File: src/rtl/spi_frame_acc_pkg.sv
// Shared types for the SPI frame accumulator: collection FSM states and the
// frame-length width helper.
package spi_acc_pkg;

    typedef enum logic [1:0] {
        IDLE    = 2'd0,
        ACTIVE  = 2'd1,
        DISCARD = 2'd2
    } state_e;

    // Width of a byte counter that must hold 0..max_bytes inclusive.
    function automatic int unsigned len_w(input int unsigned max_bytes);
        return $clog2(max_bytes + 1);
    endfunction

endpackage

File: src/rtl/spi_frame_acc_out_reg.sv
// Valid/ready output register for completed frames; flags a frame that
// arrives while the held frame is still waiting to be accepted.
module spi_acc_out_reg #(
    parameter int unsigned AW = 64,
    parameter int unsigned LW = 4
) (
    input  logic          clk,
    input  logic          rst_,
    input  logic          pub_valid_i,
    input  logic [AW-1:0] pub_bytes_i,
    input  logic [LW-1:0] pub_len_i,
    input  logic          ready_i,
    output logic          valid_o,
    output logic [AW-1:0] bytes_o,
    output logic [LW-1:0] len_o,
    output logic          drop_o
);

    logic          valid_q, valid_d;
    logic [AW-1:0] bytes_q, bytes_d;
    logic [LW-1:0] len_q,   len_d;
    logic          drop_q,  drop_d;
    logic          can_load;

    assign can_load = !valid_q || ready_i;

    always_comb begin
        valid_d = valid_q;
        bytes_d = bytes_q;
        len_d   = len_q;
        drop_d  = 1'b0;
        if (pub_valid_i && can_load) begin
            valid_d = 1'b1;
            bytes_d = pub_bytes_i;
            len_d   = pub_len_i;
        end else if (pub_valid_i) begin
            drop_d  = 1'b1;
        end else if (valid_q && ready_i) begin
            valid_d = 1'b0;
        end
    end

    always_ff @(posedge clk) begin
        if (!rst_) begin
            valid_q <= 1'b0;
            bytes_q <= '0;
            len_q   <= '0;
            drop_q  <= 1'b0;
        end else begin
            valid_q <= valid_d;
            bytes_q <= bytes_d;
            len_q   <= len_d;
            drop_q  <= drop_d;
        end
    end

    assign valid_o = valid_q;
    assign bytes_o = bytes_q;
    assign len_o   = len_q;
    assign drop_o  = drop_q;

endmodule

File: src/rtl/spi_frame_acc.sv
// Collects SPI bytes into chip-select delimited frames and publishes them.
// Optional inter-byte timeout abort is built when SPI_ACC_TIMEOUT_EN is defined.
module spi_frame_acc
    import spi_acc_pkg::*;
#(
    parameter int unsigned MAX_BYTES      = 8,
    parameter int unsigned MIN_BYTES      = 1,
    parameter int unsigned TIMEOUT_CYCLES = 4096
) (
    input  logic                           clk,
    input  logic                           rst_,
    input  logic [7:0]                     i_RX_Byte,
    input  logic                           i_RX_DV,
    input  logic                           i_CS_n,
    output logic                           o_Acc_DV,
    input  logic                           i_Acc_Ready,
    output logic [MAX_BYTES*8-1:0]         o_Acc_Bytes,
    output logic [len_w(MAX_BYTES)-1:0]    o_Acc_Len,
    output logic                           o_Err_Short,
    output logic                           o_Err_Ovf,
    output logic                           o_Err_Drop,
    output logic                           o_Err_Timeout
);

    localparam int unsigned LW = len_w(MAX_BYTES);
    localparam int unsigned AW = MAX_BYTES * 8;

    if (MAX_BYTES < 1 || MAX_BYTES > 16 || MIN_BYTES < 1 || MIN_BYTES > MAX_BYTES ||
        TIMEOUT_CYCLES < 1) begin : g_bad_param
        $error("spi_frame_acc: parameter out of range");
    end

    state_e        state_q, state_d;
    logic [LW-1:0] count_q, count_d;
    logic [AW-1:0] acc_q,   acc_d;
    logic          short_q, short_d;
    logic          ovf_q,   ovf_d;
    logic [AW+7:0] acc_wide;
    logic [AW-1:0] acc_shift;
    logic [AW-1:0] fin_acc;
    logic [LW-1:0] fin_count;
    logic          fin_lost;
    logic          pub_valid;

`ifdef SPI_ACC_TIMEOUT_EN
    localparam int unsigned IW = $clog2(TIMEOUT_CYCLES + 1);
    logic [IW-1:0] idle_q, idle_d;
    logic          tmo_q,  tmo_d;
`endif

    // Truncating the widened concatenation keeps the shift legal for MAX_BYTES=1.
    assign acc_wide  = {acc_q, i_RX_Byte};
    assign acc_shift = acc_wide[AW-1:0];

    always_comb begin
        state_d   = state_q;
        count_d   = count_q;
        acc_d     = acc_q;
        short_d   = 1'b0;
        ovf_d     = 1'b0;
        fin_acc   = acc_q;
        fin_count = count_q;
        fin_lost  = 1'b0;
        pub_valid = 1'b0;
`ifdef SPI_ACC_TIMEOUT_EN
        idle_d    = '0;
        tmo_d     = 1'b0;
`endif
        case (state_q)
            IDLE: begin
                if (!i_CS_n) begin
                    state_d = ACTIVE;
                    count_d = '0;
                    acc_d   = '0;
                end
            end
            ACTIVE: begin
                if (i_CS_n) begin
                    // A byte arriving with the CS rise belongs to the frame.
                    if (i_RX_DV) begin
                        if (count_q == LW'(MAX_BYTES)) begin
                            ovf_d    = 1'b1;
                            fin_lost = 1'b1;
                        end else begin
                            fin_acc   = acc_shift;
                            fin_count = count_q + LW'(1);
                        end
                    end
                    if (!fin_lost && fin_count != '0) begin
                        if (fin_count < LW'(MIN_BYTES)) short_d   = 1'b1;
                        else                            pub_valid = 1'b1;
                    end
                    state_d = IDLE;
                    count_d = '0;
                    acc_d   = '0;
                end else if (i_RX_DV) begin
                    if (count_q == LW'(MAX_BYTES)) begin
                        ovf_d   = 1'b1;
                        state_d = DISCARD;
                        count_d = '0;
                        acc_d   = '0;
                    end else begin
                        acc_d   = acc_shift;
                        count_d = count_q + LW'(1);
                    end
                end
`ifdef SPI_ACC_TIMEOUT_EN
                else if (count_q != '0) begin
                    if (idle_q == IW'(TIMEOUT_CYCLES - 1)) begin
                        tmo_d   = 1'b1;
                        state_d = DISCARD;
                        count_d = '0;
                        acc_d   = '0;
                    end else begin
                        idle_d  = idle_q + IW'(1);
                    end
                end
`endif
            end
            DISCARD: begin
                if (i_CS_n) state_d = IDLE;
            end
            default: state_d = IDLE;
        endcase
    end

    always_ff @(posedge clk) begin
        if (!rst_) begin
            state_q <= IDLE;
            count_q <= '0;
            acc_q   <= '0;
            short_q <= 1'b0;
            ovf_q   <= 1'b0;
        end else begin
            state_q <= state_d;
            count_q <= count_d;
            acc_q   <= acc_d;
            short_q <= short_d;
            ovf_q   <= ovf_d;
        end
    end

`ifdef SPI_ACC_TIMEOUT_EN
    always_ff @(posedge clk) begin
        if (!rst_) begin
            idle_q <= '0;
            tmo_q  <= 1'b0;
        end else begin
            idle_q <= idle_d;
            tmo_q  <= tmo_d;
        end
    end
    assign o_Err_Timeout = tmo_q;
`else
    assign o_Err_Timeout = 1'b0;
`endif

    spi_acc_out_reg #(
        .AW (AW),
        .LW (LW)
    ) u_out_reg (
        .clk         (clk),
        .rst_        (rst_),
        .pub_valid_i (pub_valid),
        .pub_bytes_i (fin_acc),
        .pub_len_i   (fin_count),
        .ready_i     (i_Acc_Ready),
        .valid_o     (o_Acc_DV),
        .bytes_o     (o_Acc_Bytes),
        .len_o       (o_Acc_Len),
        .drop_o      (o_Err_Drop)
    );

    assign o_Err_Short = short_q;
    assign o_Err_Ovf   = ovf_q;

endmodule

File: config.mk
export PLATFORM = sky130hd
export DESIGN_NAME = spi_frame_acc
export DESIGN_NICKNAME = d
export VERILOG_FILES = /design/src/rtl/spi_frame_acc_pkg.sv /design/src/rtl/spi_frame_acc_out_reg.sv /design/src/rtl/spi_frame_acc.sv
export SDC_FILE = /design/constraint.sdc
export NUM_CORES = 1
export LEC_CHECK = 0
export ABC_AREA = 0
export BUFFER_PORTS_ARGS = -buffer_cell sky130_fd_sc_hd__buf_2
export CORE_MARGIN = 3
export CORE_UTILIZATION = 43
export DETAILED_ROUTE_END_ITERATION = 12
export SLEW_MARGIN = 20
export SYNTH_ARGS = -nofsm -noshare
export SYNTH_HDL_FRONTEND = slang
export SYNTH_SLANG_ARGS = --single-unit
File: constraint.sdc
create_clock -name clk -period 2.8 [get_ports clk]
set_input_delay 0.28 -clock clk [delete_from_list [all_inputs] [get_ports clk]]
set_output_delay 0.28 -clock clk [all_outputs]
set_load 0.01 [all_outputs]
Yosys cells after proc, flatten, opt, wreduce, memory -nomap -nowiden
Cells that the tools add are included.
{"block": "totals", "ff_bits": 142, "out_inout_bits": 73}
{"block": "classes", "n_addsub": 1, "n_lt_le_gt_ge": 1, "eq_ne": 8, "muxes": 39, "bitwise_logic": 1, "reduce_logical": 16}
{"cell": "$mux W64", "count": 8}
{"cell": "$pmux W64 S2", "count": 1}
{"cell": "$mux W4", "count": 10}
{"cell": "$mux W1", "count": 13}
{"cell": "$mux W2", "count": 5}
{"cell": "$pmux W4 S2", "count": 1}
{"cell": "$reduce_and A4 Y1", "count": 2}
{"cell": "$ne A2 B2 Y1 const B", "count": 3}
{"cell": "$ne A3 B3 Y1 const B", "count": 2}
{"cell": "$pmux W2 S3", "count": 1}
{"cell": "$add A4 B1 Y4 const B", "count": 1}
{"cell": "$eq A4 B4 Y1 const B", "count": 1}
{"cell": "$lt A4 B1 Y1 const B", "count": 1}
{"cell": "$reduce_and A2 Y1", "count": 2}
{"cell": "$reduce_bool A2 Y1", "count": 2}
{"cell": "$reduce_bool A4 Y1", "count": 1}
{"cell": "$logic_and A1 B1 Y1", "count": 3}
{"cell": "$reduce_and A3 Y1", "count": 1}
{"cell": "$eq A2 B1 Y1 const B", "count": 1}
{"cell": "$eq A2 B2 Y1 const B", "count": 1}
{"cell": "$logic_not A1 Y1", "count": 2}
{"cell": "$logic_not A2 Y1", "count": 1}
{"cell": "$reduce_or A2 Y1", "count": 1}
{"cell": "$logic_or A1 B1 Y1", "count": 1}
{"cell": "$not A1 Y1", "count": 1}

Logic depth before layout (Yosys ltp)
Gate-level depths: netlist of the first run.
{"block": "depth", "depth_word": 13, "depth_mapped": 12, "mapped_depth_nobuf": 9}

By module
Synthesis of the first run repeated with hierarchy kept, for this count alone.
{"block": "hier_totals", "hier_cells": 721, "area_unflattened_um2": 6525.0}
{"mod": "spi_frame_acc", "instances": 1, "cells_per_inst": 420, "area_per_inst_um2": 3754.9}
{"mod": "spi_acc_out_reg", "instances": 1, "cells_per_inst": 301, "area_per_inst_um2": 2770.2}

Worst setup path before layout of the first run
OpenSTA, ideal clock, no wires.
{"block": "synth_path", "path_kind": "reg2reg", "from": "register count_q[0]", "to": "register u_out_reg.bytes_q[42] (netlist: u_out_reg.bytes_o[42])", "setup_ns": 0.116, "arrival_ns": 2.073, "required_time_ns": 2.684, "path_slack_ns": 0.610, "stages_incl_launch_ff": 13, "n_path_buf": 3, "period_less_slack_ns": 2.190, "path_cell_list": "dfxtp_1 inv_1 ha_1 nand3b_4 ha_1 nand3b_1 o31ai_1 nand4_2 and2_1 buf_2 buf_6 buf_6 o211a_1"}
{"block": "synth_via", "elab_chain_len": 11}
{"element": "from (decl)", "line": "spi_frame_acc.sv:34", "source": "logic [LW-1:0] count_q, count_d;"}
{"element": "from (signal assigned)", "line": "spi_frame_acc.sv:136", "source": "count_q <= count_d;"}
{"element": "$add A4 B1 Y4 or $eq A4 B4 Y1 (tied branches)", "line": "spi_frame_acc.sv:86, spi_frame_acc.sv:81"}
{"element": "$mux W4 or $mux W1 (tied branches)", "line": "spi_frame_acc.sv:81", "source": "if (count_q == LW'(MAX_BYTES)) begin"}
{"element": "$mux W4 or $mux W1 (tied branches)", "line": "spi_frame_acc.sv:80", "source": "if (i_RX_DV) begin"}
{"element": "$mux W4 or $mux W1 (tied branches)", "line": "spi_frame_acc.sv:78", "source": "if (i_CS_n) begin"}
{"element": "$mux W4 or $mux W1 (tied branches)", "line": "spi_frame_acc.sv:69", "source": "case (state_q)"}
{"element": "$lt A4 B1 Y1 (tied with other cells)", "line": "spi_frame_acc.sv:90", "source": "if (fin_count < LW'(MIN_BYTES)) short_d = 1'b1;"}
{"element": "$mux W1 or $logic_and A1 B1 Y1 (tied branches)", "line": "spi_frame_acc.sv:90, spi_frame_acc.sv:89"}
{"element": "$mux W1", "line": "spi_frame_acc.sv:89", "source": "if (!fin_lost && fin_count != '0) begin"}
{"element": "$mux W1", "line": "spi_frame_acc.sv:78"}
{"element": "$mux W1", "line": "spi_frame_acc.sv:69"}
{"element": "$logic_and A1 B1 Y1", "line": "spi_frame_acc_out_reg.sv:32", "source": "if (pub_valid_i && can_load) begin"}
{"element": "to (signal assigned)", "line": "spi_frame_acc_out_reg.sv:51", "source": "bytes_q <= bytes_d;"}
{"element": "to (decl)", "line": "spi_frame_acc_out_reg.sv:20", "source": "logic [AW-1:0] bytes_q, bytes_d;"}
Several ways; a longest one is shown, not always the timed one. The select of a mux whose other input is x is not followed.
A chain may end at the register's enable or synchronous reset.

Worst setup path in the final report of the first run
{"block": "layout_path", "from": "register count_q[0]", "to": "register u_out_reg.bytes_q[2] (netlist: u_out_reg.bytes_o[2])"}
Same word-level chain as after synthesis.

==> flow_summary.json, run 1 <==
{
  "finalMaxSlewViolations": 0,
  "path_cells": "inv_1 > ha_1 > nand3b_4 > ha_1 > nand3b_1 > o31ai_1 > nand4_4 > and2_2 > buf_4 > o211a_1",
  "finalPower_mw": 4.610,
  "rsz0062_at_grt": "no",
  "grt_remaining_overflow": 0,
  "drt_iter0_markers": 333,
  "syn_area_um2": 6177,
  "clkPwrFrac": 0.484,
  "post-synth-top-area-cell": "sky130_fd_sc_hd__dfxtp_1",
  "ys_seq_area_frac": 0.4602,
  "clk_path_buf_depth": 2,
  "synth_simple_gate_area_share": 0.1618,
  "synth.top_cells.by_area": "sky130_fd_sc_hd__dfxtp_1 46%, sky130_fd_sc_hd__o211a_1 11%, sky130_fd_sc_hd__mux2i_1 11%, sky130_fd_sc_hd__a22oi_1 7.9%, sky130_fd_sc_hd__nor2b_1 7.0%",
  "critical-path-max-stage-delay_ps": 380,
  "cellInternalPower_mw": 3.577,
  "worst_ep_arrival_time_ps": 2760,
  "synthesis.yosys.warnings": 0,
  "synth.distinct_cells": 41,
  "post_synth_fa_ha_maj_area_fraction": 0.006077,
  "routabilityCongestion": 0.7864,
  "vias_per_cell": 5.559,
  "groute.layer.met1.usage": 0.2502,
  "seqPwrFrac": 0.452,
  "synth_cells": 601,
  "antenna_found_initial": 0,
  "gr-usage-all-layers": 0.1873,
  "hold_path_class": "in2reg",
  "portBuffers": 84,
  "floorplan.io_pins": 86,
  "tritoncts.num_buffers": 17,
  "area_delta_synth_final_pct": 17.36,
  "r2r_endpoint": "u_out_reg.bytes_o[2]",
  "placed_cell_area_um2": 6654,
  "detailedPlacementHpwl_mm": 9.147,
  "worst_path_max_delay_cell": "sky130_fd_sc_hd__dfxtp_1",
  "timing_hold_violations_final": 0,
  "critical-path-top-delay-family": "simple AND/OR/NAND/NOR gates",
  "status": "complete, no violations",
  "final_period_minus_worst_setup_slack_ps": 2461,
  "die-height_um": 125.9,
  "drt-total-wl_mm": 14.45,
  "drive_gt1_frac": 0.2030,
  "wire_per_inst_um": 17.10,
  "rr_worst_depth": 10,
  "power.static_leakage_nw": 3.836,
  "synth_xor_xnor_area_share": 0.002836,
  "regToRegSetupSlack_ps": 340,
  "post_cts_hold_buffer_count": 0,
  "finalCritPeriodShare": 0.8791,
  "postCtsResizedCells": 0,
  "worst-slew-pin-transition_ps": 571.3,
  "grt_pass1_vias": 4594,
  "critical_path.max_fanout": 50,
  "critical_path_buf_inv_count": 2,
  "worst_ep_required_time_ps": 3100,
  "fin_skew_ps": 7.077,
  "cts-htree-levels": 4,
  "synth.top_cell.area_share": 0.4602,
  "powerDensity_nw_per_um2": 635.9,
  "num_rows": 43,
  "report.final.setup_viol": 0,
  "filler_instances": 1295,
  "pin_count_of_the_biggest_net_entering_global_routing": 83,
  "final_cell_area_um2": 7249,
  "cts_num_sinks": 142,
  "cts_setup_buffers": 0,
  "num_vias": 4697,
  "drtPass1Iterations": 5,
  "initial_core_utilization": 0.4416,
  "worst_skew_pair.late_latency_ps": 410,
  "fin_tns_setup_ps": 0,
  "remaining_drc_errors": 0,
  "fp.dieArea_um2": 15840,
  "cts_tree": "built",
  "finalCoreUtilization": 0.5182,
  "synth_area_in_compound_gates": 0.2056,
  "synth_top_family_by_area": "compound AO/OA/AOI/OAI gates",
  "crit-reg2reg-launch": "count_q[0]",
  "cts_root_buffer": "sky130_fd_sc_hd__clkbuf_16",
  "synth.mux.area_fraction": 0.1053,
  "comb_power_share": 0.064,
  "layout.nets": 668,
  "total_switching_power_mw": 1.033,
  "syn_area_per_cell_um2": 10.28,
  "antenna_diode_count": 0,
  "worst_hold_path.endpoint": "acc_q[6]",
  "yosys_register_bits": 142,
  "hold_start": "i_RX_Byte[6]",
  "critPathKind": "reg2reg",
  "grt-busiest-layer": "met2",
  "min_path_cells": 3,
  "grt_pass1_wl_mm": 24.25,
  "endpoint_kind": "register",
  "max_slew_margin": 0.6191,
  "clkSlewWorstSetupHoldPaths_ps": 60,
  "core_area_um2": 13990,
  "p_sw_frac": 0.2242,
  "layout.area.seq_um2": 2843,
  "grt_use_met3": 0.04029,
  "max_vdd_drop_mv": 0.4385,
  "die_x_um": 125.9,
  "crit_path_frequent_cell": "sky130_fd_sc_hd__ha_1",
  "numPlacedInstances": 813,
  "grt_met2_usage": 0.2955,
  "finish.cell_count_without_fillers": 845,
  "max_cap_viols": 0,
  "antenna_left": 0,
  "fmax_mhz": 406.3,
  "critPathLaunchType": "register",
  "multi_input_comb_area_um2": 3003
}
sequential cells by signal (all words and copies together), names as in the netlist, 2 cells and up:
name	count
count_q	4
u_out_reg.len_o	4
state_q	2
u_out_reg.bytes_o	64
acc_q	64
area by class of cell:
cell class | instances | area share
multi-input combinational | 392 | 0.4142
clock inverter | 10 | 0.01536
inverter | 4 | 0.002071
clock buffer | 22 | 0.06679
timing repair buffer | 95 | 0.07836
tap | 180 | 0.03107
sequential | 142 | 0.3921
placed cells by master, fill, tap and decap left out, types with 2 or more instances in the layout:
cell	count
sky130_fd_sc_hd__dfxtp_1	142
sky130_fd_sc_hd__buf_2	83
sky130_fd_sc_hd__nor2b_1	69
sky130_fd_sc_hd__nand3_1	67
sky130_fd_sc_hd__o211a_1	66
sky130_fd_sc_hd__a22oi_1	65
sky130_fd_sc_hd__mux2i_1	65
sky130_fd_sc_hd__clkbuf_16	17
sky130_fd_sc_hd__nand2_1	8
sky130_fd_sc_hd__buf_4	7
sky130_fd_sc_hd__a21oi_1	6
sky130_fd_sc_hd__buf_12	5
sky130_fd_sc_hd__inv_1	4
sky130_fd_sc_hd__nand3b_1	4
sky130_fd_sc_hd__clkbuf_8	4
sky130_fd_sc_hd__clkinv_2	4
sky130_fd_sc_hd__nor3b_1	3
sky130_fd_sc_hd__nand4_1	3
sky130_fd_sc_hd__o21ai_1	3
sky130_fd_sc_hd__nor2_1	3
sky130_fd_sc_hd__ha_1	3
sky130_fd_sc_hd__clkinvlp_4	3
sky130_fd_sc_hd__a21o_1	2
sky130_fd_sc_hd__nand2b_1	2
sky130_fd_sc_hd__and3_1	2
sky130_fd_sc_hd__conb_1	2
sky130_fd_sc_hd__bufinv_16	2
metal layers:
metal | wire, um | vias to the layer above
li1 | - | 2316
met1 | 6801 | 2266
met2 | 6808 | 97
met3 | 583 | 18
met4 | 255 | 0
met5 | 0 | -
synth_stat cells (all sizes together):
master	count
a21oi	6
and3	2
nor3	1
clkbuf	30
nand2	8
a21o	2
and2	1
nor2	4
a22oi	65
ha	3
a211o	2
dfxtp	142
a21boi	1
xnor2	1
a211oi	1
nor3b	3
nand4b	1
conb	1
a41oi	1
nand4	4
o21a	1
mux2i	65
inv	4
nor2b	70
and4b	1
buf	34
o31ai	1
nand3	67
nand3b	5
xor2	1
nand2b	3
o21ai	4
o211a	66
through the flow:
| stage | hold slack, ps | setup slack, ps |
|---|---|---|
| 3_3_place_gp | 438.3 | 502.7 |
| 5_1_grt | 154.5 | 173.5 |
| 2_1_floorplan | 438.9 | 610.5 |
| 4_1_cts | 129.8 | 354.7 |
| 6_report | 144.6 | 338.5 |
| 3_5_place_dp | 443.6 | 349.5 |
worst max path at each step:
stage / start / endpoint / slack [ps] / cells after the start
4_1_cts: count_q[0] / u_out_reg.bytes_o[13] / 350 / 10
3_3_place_gp: count_q[0] / u_out_reg.bytes_o[0] / 500 / 10
3_5_place_dp: count_q[0] / u_out_reg.bytes_o[13] / 350 / 10
6_report: count_q[0] / u_out_reg.bytes_o[2] / 340 / 10
5_1_grt: count_q[0] / u_out_reg.bytes_o[33] / 170 / 10
2_1_floorplan: count_q[0] / u_out_reg.bytes_o[42] / 610 / 12
worst register-to-register path: stages, from the launching register on:
cell and delay (ps):
sky130_fd_sc_hd__dfxtp_1 380, sky130_fd_sc_hd__inv_1 120, sky130_fd_sc_hd__ha_1 230, sky130_fd_sc_hd__nand3b_4 120
sky130_fd_sc_hd__ha_1 320, sky130_fd_sc_hd__nand3b_1 90, sky130_fd_sc_hd__o31ai_1 130, sky130_fd_sc_hd__nand4_4 160
sky130_fd_sc_hd__and2_2 210, sky130_fd_sc_hd__buf_4 300, sky130_fd_sc_hd__o211a_1 300
logic make-up (layout without fill, tap and decap cells):
logic type               count (synthesis)  in the layout
flip-flops                             142            142
AND/OR/NAND/NOR                        170            170
multiplexers                            65             65
other                                    1              2
AO/OA/AOI/OAI                          150            150
adder cells (fa/ha/maj)                  3              3
buffers and inverters                   68            131
XOR/XNOR                                 2              2
power by group through the flow:
stage	combinational, mW	clock, mW	sequential [mW]
CTS	0.300	2.28	2.08
global placement	0.295	0	2.12
global route	0.325	2.36	2.09
finish	0.295	2.23	2.08
floorplan	0.189	0	2.14
detailed placement	0.300	0	2.13
Note: power is estimated with default switching activity, not from simulation.
==> run 2: changes to the inputs <==
- CELL_PAD_IN_SITES_DETAIL_PLACEMENT: unset -> 1
- CELL_PAD_IN_SITES_GLOBAL_PLACEMENT: unset -> 1
- PLACE_DENSITY_LB_ADDON: unset -> 0.1
- clock period: 2.8 -> 3.1 ns (I/O delays scaled with it)
==> run 2 against run 1 <==
Compared with the run above:
- critical path depth unchanged
- clock skew grew 0.62 ps
- first-iteration DRC count is 20% lower
- register-to-register slack better by 30 ps
- clock power fell by 11%
- count of clock-buffer cells in the layout is 2 lower
- flip-flop and latch count did not move
- highest routed layer unchanged
- sequential share of layout area rose by 0.31 points
==> flow_summary.json, run 2 (same netlist as run 1, synthesis figures left out) <==
{
  "worst_skew_pair.late_latency_ps": 430,
  "clkPwrFrac": 0.481,
  "worst-slew-pin-transition_ps": 761.4,
  "cts_setup_buffers": 0,
  "final_period_minus_worst_setup_slack_ps": 2734,
  "initial_core_utilization": 0.4416,
  "max_vdd_drop_mv": 0.3738,
  "antenna_found_initial": 0,
  "comb_power_share": 0.064,
  "die_x_um": 125.9,
  "detailedPlacementHpwl_mm": 9.652,
  "cts-htree-levels": 4,
  "filler_instances": 1574,
  "critPathLaunchType": "register",
  "routabilityCongestion": 0.7682,
  "commonest_non_fill_non_tap_cell_in_the_layout": "sky130_fd_sc_hd__dfxtp_1",
  "critical_path.max_fanout": 69,
  "worst_path_max_delay_cell": "sky130_fd_sc_hd__buf_4",
  "tritoncts.num_buffers": 17,
  "report.final.setup_viol": 0,
  "finalCritPeriodShare": 0.8819,
  "rsz0062_at_grt": "no",
  "preCtsSetupSlack_ps": 433.6,
  "powerDensity_nw_per_um2": 574.7,
  "fin_skew_ps": 7.697,
  "portBuffers": 84,
  "finish.cell_count_without_fillers": 844,
  "drtPass1Iterations": 4,
  "worst_ep_required_time_ps": 3420,
  "drt-total-wl_mm": 15.55,
  "critPathKind": "reg2reg",
  "gr-usage-all-layers": 0.1995,
  "drt_iter0_markers": 266,
  "setup_ws_ps": 366.1,
  "num_vias": 4753,
  "core_area_um2": 13990,
  "fp.dieArea_um2": 15840,
  "vias_per_cell": 5.632,
  "finalPower_mw": 4.133,
  "clk_path_buf_depth": 2,
  "p_sw_frac": 0.2320,
  "grt_pass1_vias": 4962,
  "max_cap_viols": 0,
  "most-common-layout-cells": "142 x sky130_fd_sc_hd__dfxtp_1, 83 x sky130_fd_sc_hd__buf_2, 69 x sky130_fd_sc_hd__nor2b_1, 67 x sky130_fd_sc_hd__nand3_1, 66 x sky130_fd_sc_hd__o211a_1",
  "power.static_leakage_nw": 3.806,
  "critical-path-max-stage-delay_ps": 550,
  "pin_count_of_the_biggest_net_entering_global_routing": 70,
  "worst_ep_arrival_time_ps": 3050,
  "hold_path_class": "in2reg",
  "cts_root_buffer": "sky130_fd_sc_hd__clkbuf_16",
  "crit_path_frequent_cell": "sky130_fd_sc_hd__ha_1",
  "post_cts_hold_buffer_count": 0,
  "remaining_drc_errors": 0,
  "numPlacedInstances": 813,
  "fin_tns_setup_ps": 0,
  "antenna_diode_count": 0,
  "layout.nets": 668,
  "drive_gt1_frac": 0.2018,
  "wire_per_inst_um": 18.43,
  "finalCoreUtilization": 0.5141,
  "max_slew_margin": 0.4924,
  "postCtsResizedCells": 0,
  "floorplan.io_pins": 86,
  "timing_hold_violations_final": 0,
  "path_cells": "inv_1 > ha_1 > nand3b_4 > ha_1 > nand3b_1 > o31ai_1 > nand4_4 > buf_4 > nand3_1 > o211a_1",
  "endpoint_kind": "register",
  "area_delta_synth_final_pct": 16.43,
  "total_switching_power_mw": 0.9589,
  "cts_num_sinks": 142,
  "cts_tree": "built",
  "status": "complete, no violations",
  "fmax_mhz": 365.8,
  "grt_pass1_wl_mm": 25.58,
  "seqPwrFrac": 0.455,
  "die-height_um": 125.9,
  "clkSlewWorstSetupHoldPaths_ps": 60,
  "grt_remaining_overflow": 0,
  "num_rows": 43,
  "antenna_left": 0,
  "cellInternalPower_mw": 3.174,
  "finalMaxSlewViolations": 0
}
run 2: changes by cell type in the layout (fill, tap and decap cells not counted):
cell	delta
sky130_fd_sc_hd__buf_4	+3
sky130_fd_sc_hd__clkinv_4	-1
sky130_fd_sc_hd__clkinvlp_4	+2
sky130_fd_sc_hd__and2_2	-1
sky130_fd_sc_hd__clkbuf_8	-2
sky130_fd_sc_hd__and2_4	+1
sky130_fd_sc_hd__buf_12	-3
run 2: per-layer routing:
layer / global-route usage / routed length, um / vias up
met5: 0 / 0 / -
met4: 0.07192 / 245 / 0
li1: - / - / 2308
met2: 0.3361 / 7483 / 68
met1: 0.2561 / 7404 / 2362
met3: 0.03817 / 418 / 15
run 2: metrics by stage:
step | hold WS, ps | instance area [um^2]
detailed placement | 461.9 | 6618
global route | 191.2 | 7192
finish | 169.5 | 7192
global placement | 439.2 | 6616
floorplan | 468.9 | 6181
CTS | 158.5 | 7192
run 2: final timing paths:
path	startpoint	endpoint	slack [ps]	depth (start not counted)
worst max-delay path	count_q[0]	u_out_reg.bytes_o[17]	370	10
worst min-delay path	i_RX_Byte[1]	acc_q[1]	170	3
worst max register to register	count_q[0]	u_out_reg.bytes_o[17]	370	10
worst min register to register	u_out_reg.len_o[2]	u_out_reg.len_o[2]	460	2
run 2: area by class of cell:
cell class,instances,area [um^2],share of cell area
clock buffer,20,456.7,0.06350
clock inverter,11,117.6,0.01635
inverter,4,15.01,0.002088
multi-input combinational,392,3004,0.4177
sequential,142,2843,0.3953
tap,180,225.2,0.03132
timing repair buffer,95,530.5,0.07376
run 2: critical path: cells and delay by family, from the launching register on:
kind	cells	cell delay, ps
buffers and inverters	2	670
AND/OR/NAND/NOR	4	600
adder cells (fa/ha/maj)	2	530
flip-flops	1	450
AO/OA/AOI/OAI	2	310
run 2: power by group through the flow:
stage	Sequential, mW	Clock [mW]	Combinational (mW)
floorplan	1.93	0	0.171
global placement	1.92	0	0.262
detailed placement	1.92	0	0.266
CTS	1.88	2.03	0.267
global route	1.88	2.11	0.291
finish	1.88	1.99	0.265
==> run 3: changes to the inputs <==
- CELL_PAD_IN_SITES_DETAIL_PLACEMENT: 1 -> 2
- CELL_PAD_IN_SITES_GLOBAL_PLACEMENT: 1 -> 2
- CORE_UTILIZATION: 43 -> 39
- CTS_BUF_LIST: unset -> sky130_fd_sc_hd__clkbuf_16
- GPL_ROUTABILITY_DRIVEN: unset -> 0
==> run 3 against run 2 <==
Compared with the run above:
- flip-flop and latch count unchanged
- die area up 9.8%
- total power up 4.3%
- sequential share of layout area down 0.45 points
- global-route usage up 0.37 points
- largest power group unchanged
==> flow_summary.json, run 3 (same netlist as run 1, synthesis figures left out) <==
{
  "drt-total-wl_mm": 17.70,
  "regToRegSetupSlack_ps": 270,
  "critical-path-max-stage-delay_ps": 590,
  "max_cap_viols": 0,
  "powerDensity_nw_per_um2": 592.8,
  "postCtsResizedCells": 0,
  "worst_path_max_delay_cell": "sky130_fd_sc_hd__buf_4",
  "clkSlewWorstSetupHoldPaths_ps": 60,
  "total_switching_power_mw": 1.010,
  "commonest_non_fill_non_tap_cell_in_the_layout": "sky130_fd_sc_hd__dfxtp_1",
  "hold_path_class": "in2reg",
  "p_sw_frac": 0.2343,
  "final_period_minus_worst_setup_slack_ps": 2826,
  "grt_pass1_vias": 5228,
  "pin_count_of_the_biggest_net_entering_global_routing": 88,
  "drtPass1Iterations": 5,
  "comb_power_share": 0.063,
  "antenna_found_initial": 0,
  "crit_path_frequent_cell": "sky130_fd_sc_hd__ha_1",
  "die-height_um": 131.9,
  "post_cts_hold_buffer_count": 0,
  "placed_cell_area_um2": 6655,
  "met2_wl_post_dr_mm": 9.217,
  "floorplan.io_pins": 86,
  "cellInternalPower_mw": 3.302,
  "initial_core_utilization": 0.4019,
  "clkPwrFrac": 0.501,
  "layout.nets": 668,
  "fp.dieArea_um2": 17380,
  "fin_worst_hold_slack_ps": 176.8,
  "finish.cell_count_without_fillers": 876,
  "drt_iter0_markers": 230,
  "report.final.setup_viol": 0,
  "worst_ep_required_time_ps": 3460,
  "critical_path.max_fanout": 69,
  "antenna_diode_count": 0,
  "numPlacedInstances": 844,
  "worst-slew-pin-transition_ps": 820.8,
  "portBuffers": 84,
  "final_cell_area_um2": 7274,
  "worst_skew_pair.late_latency_ps": 420,
  "cts_num_sinks": 142,
  "status": "complete, no violations",
  "gr-usage-all-layers": 0.2032,
  "power.static_leakage_nw": 3.827,
  "fmax_mhz": 353.9,
  "die_x_um": 131.9,
  "timing_hold_violations_final": 0,
  "highest_signal_layer_in_the_routed_design": "met4",
  "clk_path_buf_depth": 2,
  "detailedPlacementHpwl_mm": 10.72,
  "fin_tns_setup_ps": 0,
  "drive_gt1_frac": 0.2015,
  "most-common-layout-cells": "142 x sky130_fd_sc_hd__dfxtp_1, 83 x sky130_fd_sc_hd__buf_2, 69 x sky130_fd_sc_hd__nor2b_1, 67 x sky130_fd_sc_hd__nand3_1, 66 x sky130_fd_sc_hd__o211a_1",
  "grt_remaining_overflow": 0,
  "detailroute.wirelength.met3_um": 506,
  "finalMaxSlewViolations": 0,
  "grt_pass1_wl_mm": 28.67,
  "core_area_um2": 15370,
  "cts-htree-levels": 4,
  "cts_setup_buffers": 0,
  "max_slew_margin": 0.4528,
  "antenna_left": 0,
  "finalCoreUtilization": 0.4733,
  "filler_instances": 1610,
  "finalCritPeriodShare": 0.9116,
  "num_rows": 45,
  "seqPwrFrac": 0.436,
  "area_delta_synth_final_pct": 17.76,
  "vias_per_cell": 5.583,
  "critPathLaunchType": "register",
  "cts_tree": "built",
  "met1_wire_length_mm": 7.774,
  "remaining_drc_errors": 0,
  "fin_skew_ps": 6.105,
  "path_cells": "inv_1 > ha_1 > nand3b_4 > ha_1 > nand3b_1 > o31ai_1 > nand4_4 > buf_4 > nor3b_1 > and3_1",
  "worst_ep_arrival_time_ps": 3180,
  "endpoint_kind": "register",
  "cts_root_buffer": "sky130_fd_sc_hd__clkbuf_16",
  "wire_per_inst_um": 20.21,
  "rsz0062_at_grt": "no",
  "critPathKind": "reg2reg",
  "max_vdd_drop_mv": 0.4154,
  "num_vias": 4891,
  "tritoncts.num_buffers": 17
}
-- run 3: changes by cell type in the layout (fill, tap and decap cells not counted), sizes merged --
cell      previous run  this run
clkbuf              20        17
bufinv               2         4
clkinvlp             5         4
clkinv               4         5
inv                  4         6
-- run 3: per-stage QoR --
step,setup slack [ps],power [mW]
2_1_floorplan,910.5,2.104
3_3_place_gp,568.7,2.182
3_5_place_dp,363.5,2.192
4_1_cts,261.3,4.346
5_1_grt,31.38,4.464
6_report,274.1,4.312
-- run 3: power by group through the flow --
stage | clock network [mW] | registers (mW) | logic (mW)
2_1_floorplan | 0 | 1.93 | 0.171
3_3_place_gp | 0 | 1.92 | 0.262
3_5_place_dp | 0 | 1.92 | 0.270
4_1_cts | 2.19 | 1.88 | 0.275
5_1_grt | 2.28 | 1.89 | 0.296
6_report | 2.16 | 1.88 | 0.271
-- run 3: routing by layer --
| layer | vias up | track usage |
|---|---|---|
| li1 | 2312 | - |
| met1 | 2473 | 0.2468 |
| met2 | 93 | 0.3662 |
| met3 | 13 | 0.03588 |
| met4 | 0 | 0.06301 |
| met5 | - | 0 |
-- run 3: cell type report --
type / count / area [um^2] / share of cell area
Clock buffer: 17 / 425.4 / 0.05848
Clock inverter: 15 / 193.9 / 0.02666
Inverter: 4 / 15.01 / 0.002064
Multi-Input combinational cell: 392 / 3003 / 0.4128
Sequential cell: 142 / 2843 / 0.3908
Tap cell: 211 / 264.0 / 0.03629
Timing Repair Buffer: 95 / 530.5 / 0.07293
-- run 3: final timing paths --
| kind | from | endpoint | cells past startpoint |
|---|---|---|---|
| min | i_RX_Byte[6] | acc_q[6] | 3 |
| max reg2reg | count_q[0] | u_out_reg.drop_o | 10 |
| max | count_q[0] | u_out_reg.drop_o | 10 |
| min reg2reg | u_out_reg.len_o[2] | u_out_reg.len_o[2] | 2 |
-- run 3: critical path, delay by kind of cell, from the launching register on --
| family | cells | cell delay [ps] |
|---|---|---|
| AND/OR/NAND/NOR | 5 | 870 |
| buffers and inverters | 2 | 710 |
| adder cells (fa/ha/maj) | 2 | 520 |
| flip-flops | 1 | 490 |
| AO/OA/AOI/OAI | 1 | 110 |
